[config.mk]
export PLATFORM = sky130hd
export DESIGN_NAME = ps2_paddle_keys
export DESIGN_NICKNAME = d
export VERILOG_FILES = /design/src/rtl/ps2_pkg.sv /design/src/rtl/ps2_key_map.sv /design/src/rtl/ps2_paddle_keys.sv
export SDC_FILE = /design/constraint.sdc
export NUM_CORES = 1
export LEC_CHECK = 0
export BUFFER_PORTS_ARGS = -buffer_cell sky130_fd_sc_hd__buf_2
export CAP_MARGIN = 20
export CORE_MARGIN = 1
export CORE_UTILIZATION = 56
export CTS_CLUSTER_DIAMETER = 80
export DETAILED_ROUTE_END_ITERATION = 7
export PLACE_DENSITY = 0.86
export SLEW_MARGIN = 20
export SYNTH_ARGS = -nofsm -noshare
export SYNTH_HDL_FRONTEND = slang
export SYNTH_HIERARCHICAL = 1
export SYNTH_SLANG_ARGS = --single-unit
[constraint.sdc]
create_clock -name CLOCK_50 -period 4.8 [get_ports CLOCK_50]
set_input_delay 0.48 -clock CLOCK_50 [delete_from_list [all_inputs] [get_ports CLOCK_50]]
set_output_delay 0.48 -clock CLOCK_50 [all_outputs]
set_load 0.05 [all_outputs]
[src/rtl/ps2_pkg.sv]
// ps2_pkg: shared definitions for the PS/2 paddle key decoder.
// FSM state encoding, Set-2 prefix/control bytes, key indices and the
// scancodes used by the Pong paddle/serve map.
package ps2_pkg;

  typedef enum logic [2:0] {
    ST_IDLE      = 3'd0,
    ST_GOT_E0    = 3'd1,
    ST_GOT_F0    = 3'd2,
    ST_GOT_E0_F0 = 3'd3,
    ST_SKIP_E1   = 3'd4
  } ps2_state_e;

  // Sequence prefixes
  localparam logic [7:0] PFX_E0 = 8'hE0;
  localparam logic [7:0] PFX_F0 = 8'hF0;
  localparam logic [7:0] PFX_E1 = 8'hE1;

  // Keyboard-to-host control bytes that never form part of a key sequence
  localparam logic [7:0] CTL_ACK    = 8'hFA;
  localparam logic [7:0] CTL_BAT    = 8'hAA;
  localparam logic [7:0] CTL_RESEND = 8'hFE;
  localparam logic [7:0] CTL_ECHO   = 8'hEE;
  localparam logic [7:0] CTL_ERR0   = 8'h00;
  localparam logic [7:0] CTL_ERR1   = 8'hFF;

  // Pause sends E1 followed by seven more bytes that must be swallowed
  localparam logic [2:0] SKIP_E1_LEN = 3'd7;

  localparam int NUM_KEYS = 5;

  // Bit positions in key_held / key_press / key_release
  localparam logic [2:0] KEY_W     = 3'd0;
  localparam logic [2:0] KEY_S     = 3'd1;
  localparam logic [2:0] KEY_UP    = 3'd2;
  localparam logic [2:0] KEY_DOWN  = 3'd3;
  localparam logic [2:0] KEY_SPACE = 3'd4;

  // Set-2 scancodes (Up/Down only when E0-prefixed)
  localparam logic [7:0] SC_W     = 8'h1D;
  localparam logic [7:0] SC_S     = 8'h1B;
  localparam logic [7:0] SC_SPACE = 8'h29;
  localparam logic [7:0] SC_UP    = 8'h75;
  localparam logic [7:0] SC_DOWN  = 8'h72;

  function automatic logic is_control_byte(input logic [7:0] b);
    logic r;
    case (b)
      CTL_ACK, CTL_BAT, CTL_RESEND, CTL_ECHO, CTL_ERR0, CTL_ERR1: r = 1'b1;
      default: r = 1'b0;
    endcase
    return r;
  endfunction

  function automatic logic is_prefix_byte(input logic [7:0] b);
    logic r;
    case (b)
      PFX_E0, PFX_F0, PFX_E1: r = 1'b1;
      default: r = 1'b0;
    endcase
    return r;
  endfunction

endpackage

[src/rtl/ps2_key_map.sv]
// ps2_key_map: combinational lookup from (scancode, extended) to key index.
// Keypad 75/72 (non-extended) and extended 1D/1B/29 deliberately miss.
module ps2_key_map
  import ps2_pkg::*;
(
  input  logic [7:0] code,
  input  logic       ext,
  output logic       hit,
  output logic [2:0] index
);

  // Table lookup keyed on the extended flag plus the code byte
  always_comb begin
    hit   = 1'b0;
    index = 3'd0;
    case ({ext, code})
      {1'b0, SC_W}:     begin hit = 1'b1; index = KEY_W;     end
      {1'b0, SC_S}:     begin hit = 1'b1; index = KEY_S;     end
      {1'b0, SC_SPACE}: begin hit = 1'b1; index = KEY_SPACE; end
      {1'b1, SC_UP}:    begin hit = 1'b1; index = KEY_UP;    end
      {1'b1, SC_DOWN}:  begin hit = 1'b1; index = KEY_DOWN;  end
      default:          begin hit = 1'b0; index = 3'd0;      end
    endcase
  end

endmodule

[src/rtl/ps2_paddle_keys.sv]
// ps2_paddle_keys: turns the PS2_Controller byte stream into held levels and
// press/release pulses for W, S, Up, Down, Space, and reports the last make.
// Optional macro KEY_TIMEOUT_EN: force-release all keys after TIMEOUT_CYCLES
// idle cycles, covering a lost break code.
module ps2_paddle_keys
  import ps2_pkg::*;
#(
  parameter int unsigned TIMEOUT_CYCLES = 75_000_000
)
(
  input  logic                CLOCK_50,
  input  logic                reset,
  input  logic [7:0]          received_data,
  input  logic                received_data_en,
  output logic [NUM_KEYS-1:0] key_held,
  output logic [NUM_KEYS-1:0] key_press,
  output logic [NUM_KEYS-1:0] key_release,
  output logic [7:0]          last_code,
  output logic                last_ext,
  output logic                code_valid
);

  // The idle counter is 27 bits wide and needs at least one idle cycle
  if (TIMEOUT_CYCLES < 32'd2 || TIMEOUT_CYCLES > 32'd134_217_728) begin : g_bad_timeout
    $error("ps2_paddle_keys: TIMEOUT_CYCLES out of range");
  end

  ps2_state_e          state_r;
  logic [2:0]          skip_cnt_r;
  logic                ctrl_s;
  logic                prefix_s;
  logic                ext_s;
  logic                make_s;
  logic                brk_s;
  logic                map_hit_s;
  logic [2:0]          map_idx_s;
  logic [NUM_KEYS-1:0] held_nxt_s;
  logic                timeout_hit_s;

  ps2_key_map u_key_map (
    .code  (received_data),
    .ext   (ext_s),
    .hit   (map_hit_s),
    .index (map_idx_s)
  );

  // Classify the current byte and decide whether it completes a make or break
  always_comb begin
    ctrl_s   = is_control_byte(received_data);
    prefix_s = is_prefix_byte(received_data);
    ext_s    = (state_r == ST_GOT_E0) || (state_r == ST_GOT_E0_F0);
    make_s   = 1'b0;
    brk_s    = 1'b0;
    if (received_data_en && !ctrl_s && !prefix_s) begin
      case (state_r)
        ST_IDLE, ST_GOT_E0:      make_s = 1'b1;
        ST_GOT_F0, ST_GOT_E0_F0: brk_s  = 1'b1;
        default: begin
          make_s = 1'b0;
          brk_s  = 1'b0;
        end
      endcase
    end else begin
      make_s = 1'b0;
      brk_s  = 1'b0;
    end
  end

  // Next held vector; a timeout overrides any key activity
  always_comb begin
    held_nxt_s = key_held;
    if (timeout_hit_s) begin
      held_nxt_s = {NUM_KEYS{1'b0}};
    end else if (map_hit_s && make_s) begin
      held_nxt_s[map_idx_s] = 1'b1;
    end else if (map_hit_s && brk_s) begin
      held_nxt_s[map_idx_s] = 1'b0;
    end else begin
      held_nxt_s = key_held;
    end
  end

`ifdef KEY_TIMEOUT_EN
  localparam logic [26:0] TO_LAST = 27'(TIMEOUT_CYCLES - 32'd1);

  logic [26:0] to_cnt_r;

  // Idle counter: cleared by any byte, saturates at TIMEOUT_CYCLES-1
  always_ff @(posedge CLOCK_50) begin
    if (reset) begin
      to_cnt_r <= 27'd0;
    end else if (received_data_en) begin
      to_cnt_r <= 27'd0;
    end else if (to_cnt_r != TO_LAST) begin
      to_cnt_r <= to_cnt_r + 27'd1;
    end else begin
      to_cnt_r <= to_cnt_r;
    end
  end

  // Fires once, on the edge where the counter steps onto its last value
  assign timeout_hit_s = !received_data_en && (to_cnt_r == (TO_LAST - 27'd1));
`else
  assign timeout_hit_s = 1'b0;
`endif

  // Sequence FSM and registered outputs
  always_ff @(posedge CLOCK_50) begin
    if (reset) begin
      state_r     <= ST_IDLE;
      skip_cnt_r  <= 3'd0;
      key_held    <= {NUM_KEYS{1'b0}};
      key_press   <= {NUM_KEYS{1'b0}};
      key_release <= {NUM_KEYS{1'b0}};
      last_code   <= 8'h00;
      last_ext    <= 1'b0;
      code_valid  <= 1'b0;
    end else begin
      key_held    <= held_nxt_s;
      key_press   <= held_nxt_s & ~key_held;
      key_release <= key_held & ~held_nxt_s;
      code_valid  <= make_s;
      if (make_s) begin
        last_code <= received_data;
        last_ext  <= ext_s;
      end

      if (timeout_hit_s) begin
        state_r    <= ST_IDLE;
        skip_cnt_r <= 3'd0;
      end else if (received_data_en) begin
        case (state_r)
          ST_IDLE: begin
            if (received_data == PFX_E0) begin
              state_r <= ST_GOT_E0;
            end else if (received_data == PFX_F0) begin
              state_r <= ST_GOT_F0;
            end else if (received_data == PFX_E1) begin
              state_r    <= ST_SKIP_E1;
              skip_cnt_r <= SKIP_E1_LEN;
            end else begin
              state_r <= ST_IDLE;
            end
          end
          ST_GOT_E0: begin
            if (received_data == PFX_F0) begin
              state_r <= ST_GOT_E0_F0;
            end else if (received_data == PFX_E0) begin
              state_r <= ST_GOT_E0;
            end else if (received_data == PFX_E1) begin
              state_r    <= ST_SKIP_E1;
              skip_cnt_r <= SKIP_E1_LEN;
            end else begin
              state_r <= ST_IDLE;
            end
          end
          ST_GOT_F0, ST_GOT_E0_F0: begin
            state_r <= ST_IDLE;
          end
          ST_SKIP_E1: begin
            skip_cnt_r <= skip_cnt_r - 3'd1;
            if (skip_cnt_r <= 3'd1) begin
              state_r <= ST_IDLE;
            end else begin
              state_r <= ST_SKIP_E1;
            end
          end
          default: begin
            state_r    <= ST_IDLE;
            skip_cnt_r <= 3'd0;
          end
        endcase
      end else begin
        state_r <= state_r;
      end
    end
  end

endmodule
; Yosys cells after proc, flatten, opt, wreduce, memory -nomap -nowiden
; Index checks and enable logic that the tools add are counted.
[word_totals]
ff_bits = 31
in_bits = 11
output_inout_bits = 25
wordCells = 82
[op_classes]
n_addsub = 1
order_cmp = 3
eq_ne = 21
n_mux = 25
n_bitwise = 8
reduce_logical = 16
[op_table]
columns = op, n
row1 = "== test 8 bit, second input constant", 8
row2 = two-way mux 3 bit, 11
row3 = one-hot mux 3 bit (4 select lines), 2
row4 = "== test 9 x 5 -> 1 bit, second input constant", 2
row5 = "== test 9 bit, second input constant", 2
row6 = bitwise AND 5 bit, 3
row7 = inverter 5 bit, 3
row8 = two-way mux 5 bit, 2
row9 = "== test 9 x 6 -> 1 bit, second input constant", 1
row10 = one-hot mux 3 bit (3 select lines), 1
row11 = zero test 8 bit, 1
row12 = two-way mux 1 bit, 8
row13 = "!= test 2 bit, second input constant", 4
row14 = "== test 3 x 2 -> 1 bit, second input constant", 2
row15 = AND reduction 6 bit, 1
row16 = OR reduction 6 bit, 1
row17 = logical AND 1 bit, 5
row18 = bitwise OR 5 bit, 1
row19 = OR reduction 5 bit, 1
row20 = "< comparator 3 x 4 -> 1 bit, second input constant", 1
row21 = OR reduction 2 bit, 2
row22 = demux 1 bit (select 3 bit), 1
row23 = "== test 3 x 1 -> 1 bit, second input constant", 1
row24 = "== test 3 bit, second input constant", 1
row25 = other kinds (8), 9

; Longest topological paths before layout
; Gate-level depths: netlist of run 1.
[depth]
depth_word = 14
depth_mapped = 9
depth_no_buf = 8

; By module
; The synthesis of run 1 kept the hierarchy.
[modules_own_cells]
columns = module, n_inst, cells_each, area_per_inst_um2, seq_area_each_um2
row1 = ps2_paddle_keys, 1, 151, 1372.6, 620.6
row2 = ps2_key_map, 1, 18, 142.6, 0.0

; Least setup slack after synthesis of run 1
; Ideal clock, no wire load.
[synth_path]
path_kind = register -> register
from = register state_r[2]
to = register key_held[4]
setup_time_ns = 0.071
arrival_ns = 2.424
required_ns = 4.729
slack_ns = 2.305
stages_incl_launch_ff = 8
path_buffers = 1
period_less_slack_ns = 2.495
path_cell_list = dfxtp_1 -> clkbuf_1 -> nor2b_1 -> or4b_4 -> nor4_2 -> or3b_2 -> or3_1 -> a21oi_1
[synth_between]
elab_chain_cells = 12
word_cells_on_any_way = 31
cone_classes = order compare (2) / eq/ne (8) / mux (10) / bitwise (3) / reduce/logical (8)
[synth_rtl]
columns = item, line_no
row1 = "start, declared", ps2_paddle_keys.sv:28  ; ps2_state_e state_r;
row2 = "start signal, assigned", ps2_paddle_keys.sv:174  ; state_r <= state_r;
row3 = == test 3 x 1 -> 1 bit or == test 3 x 2 -> 1 bit (tied branches), ps2_paddle_keys.sv:51  ; ext_s = (state_r == ST_GOT_E0) || (state_r == ST_GOT_E0_F0);
row4 = logical OR 1 bit *, ps2_paddle_keys.sv:51
row5 = net ext_s, ps2_paddle_keys.sv:32  ; logic ext_s;
row6 = "== test 9 bit, or another cell as far along", ps2_key_map.sv:16  ; case ({ext, code})
row7 = one-hot mux 3 bit (4 select lines) *, ps2_key_map.sv:16
row8 = net map_idx_s[2], ps2_paddle_keys.sv:36  ; logic [2:0] map_idx_s;
row9 = < comparator 3 x 4 -> 1 bit (not written as such) or greater-or-equal comparator 3 x 1 -> 1 bit (tied branches), "ps2_paddle_keys.sv:75, ps2_paddle_keys.sv:77"
row10 = logical AND 1 bit (not written as such), "ps2_paddle_keys.sv:75, ps2_paddle_keys.sv:77"
row11 = two-way mux 1 bit (not written as such), "ps2_paddle_keys.sv:75, ps2_paddle_keys.sv:77"
row12 = demux 1 bit (select 3 bit) *, "ps2_paddle_keys.sv:75, ps2_paddle_keys.sv:77"
row13 = inverter 5 bit (no source line), -
row14 = bitwise AND 5 bit (no source line), -
row15 = two-way mux 5 bit, ps2_paddle_keys.sv:76  ; end else if (map_hit_s && brk_s) begin
row16 = two-way mux 5 bit *, ps2_paddle_keys.sv:74  ; end else if (map_hit_s && make_s) begin
row17 = "end signal, assigned", ps2_paddle_keys.sv:112  ; key_held <= {NUM_KEYS{1'b0}};
row18 = "end signal, assigned", ps2_paddle_keys.sv:119  ; key_held <= held_nxt_s;
row19 = "end, declared", ps2_paddle_keys.sv:15  ; output logic [NUM_KEYS-1:0] key_held,
; Mark *: on every way through the listed nets, which the timed path passes. The rest lies on a longest branch.
; A chain may end at the register's enable or synchronous reset.

; Worst setup path after layout of run 1
[layout_path]
from = register state_r[2]
to = register key_held[1]
; The elaborated chain is that of the path after synthesis.

==> PnR_summary.wiki, run 1 <==
{| class="wikitable"
! Metric !! Value
|-
| List of cells traversed by the critical path || nor2b_1, or4b_4, nor4_2, or3_1, nand3_1, o31ai_1, a21oi_1
|-
| Clock Latency Late Sink || 330 ps
|-
| Worst-case register-to-register setup slack || 2140 ps
|-
| Overall power of the completed layout || 0.480 mW
|-
| Fin Clk Skew || 7.40 ps
|-
| Most used flip-flop cell after synthesis || sky130_fd_sc_hd__dfxtp_1
|-
| Launch point of the critical path || state_r[2]
|-
| Post-layout nets || 215
|-
| Part of the power in the clock network || 0.314
|-
| Static power due to leakage || 0.715 nW
|-
| Most common cell after layout, fill and taps aside || sky130_fd_sc_hd__buf_2
|-
| Top-level port count || 36
|-
| Number of port buffers || 35
|-
| Transition time at the pin with the least slew margin || 776 ps
|-
| Power per unit of standard cell area || 278 nW/µm²
|-
| Flip-flop and latch count after synthesis || 31
|-
| Critical path endpoint category || flop
|-
| Root buffer selected by CTS || sky130_fd_sc_hd__clkbuf_4
|-
| TritonCTS clock tree || built
|-
| Growth of design area from synthesis to finish || 14.2%
|-
| RSZ-0062 raised after global routing || false
|-
| Max-Slew Margin vs Limit || 0.481
|-
| Async set-or-reset flop fraction in the synthesized netlist || 0
|-
| Max Slew Vio Count || 0
|-
| Number of antenna violations at the first check in global routing || 0
|-
| DR DRC count || 0
|-
| Hold-critical path endpoint || state_r[0]
|-
| Number of global-route vias before repair || 1179
|-
| Final core area utilization || 0.686
|-
| Grt total ovfl || 0
|-
| Hold violation count in the final report || 0
|-
| Total via count in the routed design || 1414
|-
| CTS buffer count || 5
|-
| Class of the tightest hold or removal check || in2reg
|-
| Cell count after synthesis || around 170
|-
| Maximum root-to-sink buffer count || 2
|-
| Max-cap violations || 0
|-
| Reg2reg start || state_r[2]
|-
| Syn nets || 182
|-
| CTS Hold Buffers Added || 0
|-
| Start-to-end type of the worst setup path || reg2reg
|-
| Switching power share of the total || 0.274
|-
| Cell-internal power || 0.349 mW
|-
| Clock transition at path regs || 90 ps
|-
| Post-route setup TNS || 0 ps
|-
| Maximum number of pins on one net before global-route repair || 23
|-
| Critical R2R Capture || key_held[1]
|-
| Count of flip-flops with a built-in enable after synthesis || 0
|-
| Number of search-and-repair iterations in the first detailed-routing pass || 5
|-
| Worst setup SP type || flop
|-
| Mean Syn Cell Area || 8.97 µm²
|-
| Worst ir drop on vdd || roughly 0.26 mV
|-
| Fmax achieved || 0.376 GHz
|-
| Critical-path top delay cell || sky130_fd_sc_hd__or4b_4
|-
| Starting density of the core || 0.601
|-
| Total Routed Length || around 3200 µm
|-
| X dimension of the die || roughly 54 µm
|-
| CTS sink count || 31
|-
| Global-route wire length before repair || 5090 µm
|-
| Cell count of the worst reg-to-reg path || 7
|-
| Worst path required time || 5000 ps
|-
| Number of cells on the worst hold path || 2
|-
| Relative contribution of sequential cells to total power || 0.552
|-
| Share of the clock period used by the worst path after layout || 0.554
|-
| Hold path startpoint || received_data_en
|-
| Status || completed
|-
| Core area || around 2500 µm²
|-
| Yosys top cell area share || 0.410
|-
| Area of the die || 2920 µm²
|-
| Detailed-route vias per instance || 6.09
|-
| Power spent charging and discharging nets || 0.132 mW
|-
| Leading cell types by total area after synthesis || sky130_fd_sc_hd__dfxtp_1 (41%), sky130_fd_sc_hd__mux2i_1 (5.9%), sky130_fd_sc_hd__nor2_1 (5.9%), sky130_fd_sc_hd__or3_1 (3.3%), sky130_fd_sc_hd__o31ai_1 (3.0%)
|-
| Weighted congestion reported at the end of routability-driven placement || 0.842
|-
| Critical Path AT || between 2000 and 3000 ps
|-
| Hold Worst Slack || 447 ps
|-
| Highest fanout seen on the critical path || 10
|-
| Most frequent cells in the layout || sky130_fd_sc_hd__buf_2 (35), sky130_fd_sc_hd__dfxtp_1 (31), sky130_fd_sc_hd__nor2_1 (24)
|-
| Sequential cell area fraction in the yosys report || 0.410
|-
| Post CTS Setup Buffer Count || 0
|-
| Synthesized cell area || 1520 µm²
|-
| Worst stage delay on the critical path || between 500 and 600 ps
|-
| Total of fill cells in the finished design || 202
|-
| Number of warnings reported in the yosys synthesis log || 6
|-
| Post-layout minimum cycle time || 2660 ps
|-
| Worst setup slack after layout || 2140 ps
|-
| Detailed placement HPWL || roughly 2300 µm
|-
| Antenna Cells || 0
|-
| Portion of total power attributed to combinational logic || 0.134
|-
| Post-CTS sizing || 0
|-
| Placement Rows || 18
|-
| Setup violation total in the final timing report || 0
|-
| Initial detailed-routing violation count || 40
|-
| Htree depth || 2
|-
| Die Height || 54.0 µm
|-
| Overall routing resource usage || 0.243
|-
| Library cell with the largest summed area after synthesis || sky130_fd_sc_hd__dfxtp_1
|-
| Library cells used by synthesis || 45
|-
| Number of nets with antenna violations after detailed routing || 0
|-
| Wirelength per Cell || 14.0 µm
|-
| Worst slack after detailed placement || 1980 ps
|-
| Fraction of layout cells with a size suffix above 1 || 0.252
|}
## cell type report
type / instances / area [µm²] / share of cell area
inverter: 7 / 26.3 / 0.0152
clock inverter: 1 / 5.00 / 0.00289
sequential: 31 / 621 / 0.359
multi-input combinational: 122 / 815 / 0.471
clock buffer: 6 / 51.3 / 0.0296
tap: 30 / 37.5 / 0.0217
timing repair buffer: 35 / 175 / 0.101
## stage by stage
stage | cells | cell area (µm²)
2_1_floorplan | 169 | 1520
3_3_place_gp | 225 | 1670
3_5_place_dp | 225 | 1670
4_1_cts | 232 | 1730
5_1_grt | 232 | 1730
6_report | 232 | 1730
## power groups by stage
stage | sequential, mW | clock, mW | combinational (mW)
after floorplan | 0.288 | 0 | 0.0293
after global placement | 0.271 | 0 | 0.0620
after detailed placement | 0.271 | 0 | 0.0636
after CTS | 0.265 | 0.156 | 0.0640
after global routing | 0.266 | 0.165 | 0.0692
final | 0.265 | 0.151 | 0.0644
## critical path, delay by kind of cell, from the launching register on
family | cells | cell delay, ps
compound gates | 2 | 460
flops | 1 | 480
simple gates | 5 | 1600
## per-layer routing
layer  up-vias  wire, µm  global-route usage
li1        693         -                   -
met1       686      1420               0.284
met2        31      1660               0.416
met3         4       126              0.0678
met4         0        38              0.0983
met5         -         0                   0
## state kept, by name, summed over array words and instances (netlist names)
name,cells
key_held,5
key_press,5
skip_cnt_r,3
code_valid,1
last_code,8
last_ext,1
state_r,3
key_release,5
## cells by family after synthesis
| kind of cell | share of synthesized area |
|---|---|
| xor+xnor | 0.00578 |
| simple gates | 0.296 |
| flops | 0.410 |
| mux | 0.0595 |
| fa+ha+maj | 0.0165 |
| buf+inv | 0.0537 |
| compound gates | 0.159 |
## how the worst max path moves through the flow
stage	to	slack (ps)	cells after the start
6_report	key_held[1]	2140	7
5_1_grt	key_held[1]	1910	7
4_1_cts	key_held[4]	2170	6
3_5_place_dp	key_held[3]	1980	6
3_3_place_gp	key_held[3]	2090	6
2_1_floorplan	key_held[4]	2310	7
## cell usage after synthesis (2+ instances only)
library cell,number
sky130_fd_sc_hd__nand2_1,5
sky130_fd_sc_hd__or3b_2,2
sky130_fd_sc_hd__clkbuf_1,4
sky130_fd_sc_hd__buf_2,2
sky130_fd_sc_hd__nor2_1,24
sky130_fd_sc_hd__a2111oi_0,3
sky130_fd_sc_hd__a211oi_1,3
sky130_fd_sc_hd__a21oi_1,7
sky130_fd_sc_hd__and2_1,2
sky130_fd_sc_hd__and3_1,4
sky130_fd_sc_hd__o31ai_1,6
sky130_fd_sc_hd__nor2b_1,3
sky130_fd_sc_hd__dfxtp_1,31
sky130_fd_sc_hd__nand2b_1,2
sky130_fd_sc_hd__mux2i_1,9
sky130_fd_sc_hd__nand3b_1,3
sky130_fd_sc_hd__nor4_1,6
sky130_fd_sc_hd__buf_6,2
sky130_fd_sc_hd__or4_1,4
sky130_fd_sc_hd__o21a_1,2
sky130_fd_sc_hd__nor3_1,4
sky130_fd_sc_hd__nand3_1,3
sky130_fd_sc_hd__nand4_1,2
sky130_fd_sc_hd__inv_1,7
sky130_fd_sc_hd__ha_1,2
sky130_fd_sc_hd__or3_1,8
No activity file was read; power rests on OpenSTA's default activity.
==> run 2, diff against run 1 <==
--- a/config.mk
+++ b/config.mk
@@ -8,10 +8,10 @@
 export BUFFER_PORTS_ARGS = -buffer_cell sky130_fd_sc_hd__buf_2
 export CAP_MARGIN = 20
 export CORE_MARGIN = 1
-export CORE_UTILIZATION = 56
+export CORE_UTILIZATION = 52
 export CTS_CLUSTER_DIAMETER = 80
 export DETAILED_ROUTE_END_ITERATION = 7
-export PLACE_DENSITY = 0.86
+export PLACE_DENSITY = 0.81
 export SLEW_MARGIN = 20
 export SYNTH_ARGS = -nofsm -noshare
 export SYNTH_HDL_FRONTEND = slang
==> constraint.sdc (replaced) <==
create_clock -name CLOCK_50 -period 2.8 [get_ports CLOCK_50]
set_input_delay 0.28 -clock CLOCK_50 [delete_from_list [all_inputs] [get_ports CLOCK_50]]
set_output_delay 0.28 -clock CLOCK_50 [all_outputs]
set_load 0.05 [all_outputs]
==> run 2 against run 1 <==
Effect of this change: via count increased by 1.4%; clock-buffer cell count decreased by 1; sequential cell count unchanged; design area increased by 0.72%; combinational power increased by 74%; final cell count increased by 1.3%; register-to-register slack got worse by 1900 ps; sequential power increased by 72%; highest routed layer unchanged.
==> PnR_summary.wiki, run 2 (synthesized netlist as in run 1, its figures left out) <==
{| class="wikitable"
! Metric !! Value
|-
| Post CTS Setup Buffer Count || 0
|-
| Weighted congestion reported at the end of routability-driven placement || 0.885
|-
| Number of search-and-repair iterations in the first detailed-routing pass || 4
|-
| Root buffer selected by CTS || sky130_fd_sc_hd__clkbuf_4
|-
| RSZ-0062 raised after global routing || false
|-
| Maximum root-to-sink buffer count || 2
|-
| Clock Latency Late Sink || 340 ps
|-
| Number of port buffers || 35
|-
| Most frequent cells in the layout || sky130_fd_sc_hd__buf_2 (35), sky130_fd_sc_hd__dfxtp_1 (31), sky130_fd_sc_hd__nor2_1 (24)
|-
| Setup violation total in the final timing report || 0
|-
| Worst path required time || 3060 ps
|-
| Top register by number of flip-flops || last_code
|-
| Post-layout minimum cycle time || 2530 ps
|-
| Highest fanout seen on the critical path || 9
|-
| Global-route wire length before repair || 5580 µm
|-
| Post-layout nets || 216
|-
| TritonCTS clock tree || built
|-
| Hold Worst Slack || roughly 240 ps
|-
| Total Routed Length || around 3300 µm
|-
| Fraction of layout cells with a size suffix above 1 || 0.260
|-
| Worst setup slack after layout || roughly 270 ps
|-
| Fin Clk Skew || between 10 and 15 ps
|-
| Most common cell after layout, fill and taps aside || sky130_fd_sc_hd__buf_2
|-
| Total area of multi-input combinational cells || between 800 and 900 µm²
|-
| Placement Rows || 19
|-
| Worst setup SP type || flop
|-
| Core area || 2760 µm²
|-
| Hold violation count in the final report || 0
|-
| Post-route setup TNS || 0 ps
|-
| Maximum number of pins on one net before global-route repair || 23
|-
| Max Slew Vio Count || 0
|-
| Overall power of the completed layout || approximately 0.81 mW
|-
| DR DRC count || 0
|-
| Max-cap violations || 0
|-
| Starting density of the core || 0.549
|-
| Grt total ovfl || 0
|-
| X dimension of the die || 56.0 µm
|-
| Number of global-route vias before repair || between 1000 and 1500
|-
| Start-to-end type of the worst setup path || reg2reg
|-
| Antenna Cells || 0
|-
| Static power due to leakage || 0.724 nW
|-
| Clock transition at path regs || 90 ps
|-
| Area of the die || 3130 µm²
|-
| Die Height || 56.0 µm
|-
| Max-Slew Margin vs Limit || 0.539
|-
| Number of nets with antenna violations after detailed routing || 0
|-
| Transition time at the pin with the least slew margin || 692 ps
|-
| Number of flip-flops in the largest register || 8
|-
| CTS sink count || 31
|-
| Total of fill cells in the finished design || roughly 240
|-
| Total via count in the routed design || around 1400
|-
| Growth of design area from synthesis to finish || 15.0%
|-
| Overall routing resource usage || 0.228
|-
| Critical path endpoint category || flop
|-
| Worst slack after detailed placement || 228 ps
|-
| Htree depth || 2
|-
| Number of antenna violations at the first check in global routing || 0
|-
| Status || completed
|-
| Initial detailed-routing violation count || 66
|-
| Share of the clock period used by the worst path after layout || 0.903
|-
| Top-level port count || 36
|-
| Wirelength per Cell || 14.2 µm
|-
| Critical Path AT || 2790 ps
|-
| Detailed placement HPWL || between 2000 and 2500 µm
|-
| Final core area utilization || 0.632
|-
| Detailed-route vias per instance || 6.10
|-
| Worst ir drop on vdd || 0.507 mV
|-
| Class of the tightest hold or removal check || in2reg
|-
| CTS buffer count || 5
|-
| Register Area || 621 µm²
|-
| Power per unit of standard cell area || 467 nW/µm²
|-
| Fmax achieved || between 0.3 and 0.4 GHz
|}
run 2: power by group:
group / switching [mW] / internal [mW] / total, mW
clock network: 0.153 / 0.0932 / 0.247
registers: 0.00489 / 0.450 / 0.455
logic: 0.0796 / 0.0326 / 0.112
total: 0.238 / 0.576 / 0.814
run 2: area by class of cell:
type / count / share of cell area
Clock buffer: 5 / 0.0215
Clock inverter: 3 / 0.00861
Inverter: 7 / 0.0151
Multi-Input combinational cell: 122 / 0.472
Sequential cell: 31 / 0.356
Tap cell: 31 / 0.0223
Timing Repair Buffer: 36 / 0.105
run 2: timing repair:
item	in CTS	in global routing
hold buffers	0	0
resized for setup	0	1
endpoints found under the setup margin	0	4
run 2: worst max-delay path: stages (launching register included):
cell and delay, ps:
sky130_fd_sc_hd__dfxtp_1 490, sky130_fd_sc_hd__nor2b_1 110, sky130_fd_sc_hd__or4b_4 520, sky130_fd_sc_hd__nor4_4 320, sky130_fd_sc_hd__or3b_2 520, sky130_fd_sc_hd__or3_1 360, sky130_fd_sc_hd__a21oi_1 140
run 2: through the flow:
step                std cells  cell area, µm²
CTS                       235            1730
finish                    235            1740
detailed placement        227            1680
global placement          227            1680
global route              235            1740
floorplan                 169            1520
run 2: worst paths after layout:
path                       end  cells past startpoint              from  slack [ps]
setup / recovery   key_held[4]                      6        state_r[2]         270
hold / removal      state_r[0]                      2  received_data_en         240
setup reg to reg   key_held[4]                      6        state_r[2]         270
hold reg to reg   key_press[2]                      1       key_held[2]         470
run 2: per-layer routing:
| layer | vias to the layer above | share of wire | GRT usage |
|---|---|---|---|
| li1 | 697 | - | - |
| met1 | 668 | 0.43 | 0.283 |
| met2 | 60 | 0.47 | 0.333 |
| met3 | 9 | 0.074 | 0.0791 |
| met4 | 0 | 0.025 | 0.150 |
| met5 | - | 0 | 0 |
==> run 3, diff against run 2 <==
--- a/config.mk
+++ b/config.mk
@@ -15,5 +15,4 @@
 export SLEW_MARGIN = 20
 export SYNTH_ARGS = -nofsm -noshare
 export SYNTH_HDL_FRONTEND = slang
-export SYNTH_HIERARCHICAL = 1
 export SYNTH_SLANG_ARGS = --single-unit
==> run 3 against run 2 <==
Effect of this change: power increased by 14%; critical path depth decreased by 1; critical endpoint is now key_held[0]; final cell count increased by 3.0%; highest routed layer unchanged.
==> PnR_summary.wiki, run 3 <==
{| class="wikitable"
! Metric !! Value
|-
| Share of the clock period used by the worst path after layout || 0.817
|-
| Final cell count without fillers || 242
|-
| Detailed placement HPWL || 2350 µm
|-
| X dimension of the die || 56.4 µm
|-
| CTS sink count || 31
|-
| Number of warnings reported in the yosys synthesis log || 0
|-
| Post-layout nets || 223
|-
| Mean Syn Cell Area || about 8.6 µm²
|-
| Number of global-route vias before repair || 1289
|-
| Total via count in the routed design || 1427
|-
| Library cell with the largest summed area after synthesis || sky130_fd_sc_hd__dfxtp_1
|-
| Most numerous cell in the Yosys netlist || sky130_fd_sc_hd__dfxtp_1
|-
| Htree depth || 2
|-
| Number of flip-flops in the largest register || 8
|-
| Critical-path top delay cell || sky130_fd_sc_hd__dfxtp_1
|-
| CTS buffer count || 5
|-
| Post-CTS sizing || 0
|-
| Total placed cells including tap cells || 234
|-
| Yosys top cell area share || 0.404
|-
| Initial detailed-routing violation count || 61
|-
| Transition time at the pin with the least slew margin || ~460 ps
|-
| Hold Worst Slack || between 200 and 300 ps
|-
| Most common cell after layout, fill and taps aside || sky130_fd_sc_hd__buf_2
|-
| Fin Clk Skew || approximately 6.8 ps
|-
| Worst setup SP type || flop
|-
| Highest fanout seen on the critical path || 14
|-
| Total Routed Length || 3230 µm
|-
| Clock Latency Late Sink || roughly 340 ps
|-
| Number of search-and-repair iterations in the first detailed-routing pass || 4
|-
| TritonCTS clock tree || built
|-
| DR DRC count || 0
|-
| Status || completed
|-
| Area of the die || 3180 µm²
|-
| Worst ir drop on vdd || 0.452 mV
|-
| Antenna Cells || 0
|-
| Core area || 2780 µm²
|-
| Fraction of layout cells with a size suffix above 1 || 0.242
|-
| RSZ-0062 raised after global routing || false
|-
| Grt total ovfl || 0
|-
| Weighted congestion reported at the end of routability-driven placement || 0.790
|-
| Flip-flop and latch count after synthesis || 31
|-
| Power per unit of standard cell area || 520 nW/µm²
|-
| Class of the tightest hold or removal check || in2reg
|-
| Total area of multi-input combinational cells || between 800 and 900 µm²
|-
| Global-route wire length before repair || 5530 µm
|-
| Most crowded layer after global routing || met2
|-
| M2 GR Usage || 0.359
|-
| Sequential cell area fraction in the yosys report || 0.404
|-
| Root buffer selected by CTS || sky130_fd_sc_hd__clkbuf_4
|-
| Top-level port count || 36
|-
| Critical path endpoint category || flop
|-
| Maximum number of pins on one net before global-route repair || 37
|-
| Total of fill cells in the finished design || 243
|-
| Overall routing resource usage || 0.225
|-
| Critical Path AT || 2550 ps
|-
| Leading cell types by count after synthesis || sky130_fd_sc_hd__dfxtp_1 (31), sky130_fd_sc_hd__nand2b_1 (23), sky130_fd_sc_hd__nor3_1 (13)
|-
| Worst stage delay on the critical path || slightly below 600 ps
|-
| Syn nets || 192
|-
| Maximum root-to-sink buffer count || 2
|-
| Fmax achieved || between 0.4 and 0.5 GHz
|-
| Static power due to leakage || 0.746 nW
|-
| Most used flip-flop cell after synthesis || sky130_fd_sc_hd__dfxtp_1
|-
| Leading cell types by total area after synthesis || sky130_fd_sc_hd__dfxtp_1 (40%), sky130_fd_sc_hd__nand2b_1 (9.4%), sky130_fd_sc_hd__mux2i_1 (5.9%), sky130_fd_sc_hd__nor3_1 (4.2%), sky130_fd_sc_hd__nor2_1 (2.9%)
|-
| Worst path required time || between 3000 and 4000 ps
|-
| Count of flip-flops with a built-in enable after synthesis || 0
|-
| Library cells used by synthesis || 43
|-
| Top register by number of flip-flops || last_code
|-
| Detailed-route vias per instance || 5.90
|-
| Hold violation count in the final report || 0
|-
| Post-route setup TNS || 0 ps
|-
| Placement Rows || 19
|-
| Most frequent cells in the layout || sky130_fd_sc_hd__buf_2 (35), sky130_fd_sc_hd__dfxtp_1 (31), sky130_fd_sc_hd__nand2b_1 (23)
|-
| Die Height || 56.4 µm
|-
| Number of port buffers || 35
|-
| Synthesized cell area || 1540 µm²
|-
| GR Layer Usage met3 || 0.0714
|-
| Number of antenna violations at the first check in global routing || 0
|-
| Clock transition at path regs || ~100 ps
|-
| Starting density of the core || 0.552
|-
| Number of nets with antenna violations after detailed routing || 0
|-
| Start-to-end type of the worst setup path || reg2reg
|-
| Max-Slew Margin vs Limit || 0.690
|-
| Growth of design area from synthesis to finish || 16.4%
|-
| Setup violation total in the final timing report || 0
|-
| Post-layout minimum cycle time || 2290 ps
|-
| Register Area || around 620 µm²
|-
| Post CTS Setup Buffer Count || 0
|-
| Max Slew Vio Count || 0
|-
| List of cells traversed by the critical path || nor2b_1, or4_4, or4_4, or4_1, a21oi_1
|-
| Cell count after synthesis || 179
|-
| Critical Path Most Common Cell || sky130_fd_sc_hd__or4_4
|-
| Met1 track demand over resource || 0.264
|-
| CTS Hold Buffers Added || 0
|-
| Max-cap violations || 0
|-
| Async set-or-reset flop fraction in the synthesized netlist || 0
|-
| Wirelength per Cell || 13.3 µm
|-
| Final core area utilization || 0.643
|}
run 3: cell families (layout without fill, tap and decap cells):
kind of cell / Yosys count / count (layout) / share of synthesized area
simple gates: 87 / 87 / 0.327
flops: 31 / 31 / 0.404
compound gates: 26 / 26 / 0.118
buf+inv: 22 / 54 / 0.0643
mux: 9 / 9 / 0.0586
fa+ha+maj: 2 / 2 / 0.0163
xor+xnor: 2 / 2 / 0.0114
run 3: cell type report:
class / instances / area share
multi-input combinational: 126 / 0.460
sequential: 31 / 0.347
timing repair buffer: 36 / 0.102
clock buffer: 6 / 0.0287
tap: 31 / 0.0217
inverter: 10 / 0.0210
clock inverter: 2 / 0.0196
run 3: power breakdown:
group          internal [mW]  leakage [nW]  total [mW]  switching [mW]
Clock                  0.211        0.0482       0.365           0.154
Sequential             0.449         0.251       0.453         0.00389
Combinational         0.0361         0.447       0.113          0.0768
Total                  0.696         0.746       0.931           0.234
run 3: final timing paths:
| check | startpoint | endpoint | slack, ps | depth (start not counted) |
|---|---|---|---|---|
| max | state_r[2] | key_held[0] | 510 | 5 |
| min | received_data[7] | last_code[7] | 250 | 3 |
| max reg2reg | state_r[2] | key_held[0] | 510 | 5 |
| min reg2reg | key_held[1] | key_press[1] | 450 | 1 |
run 3: through the flow:
stage	power, mW	area (µm²)	worst slack (ps)
4_1_cts	0.942	1790	522
3_3_place_gp	0.572	1700	605
6_report	0.931	1790	512
2_1_floorplan	0.550	1540	816
3_5_place_dp	0.576	1700	527
5_1_grt	0.972	1790	420
run 3: critical path, delay by kind of cell, from the launching register on:
family          cells  cell delay, ps
compound gates      1             160
flops               1             590
simple gates        4            1480
run 3: routing by layer:
layer  share of wire  vias to the layer above
met5               0                        -
met3           0.052                       14
met4           0.037                        0
li1                -                      696
met2            0.48                       57
met1            0.43                      660
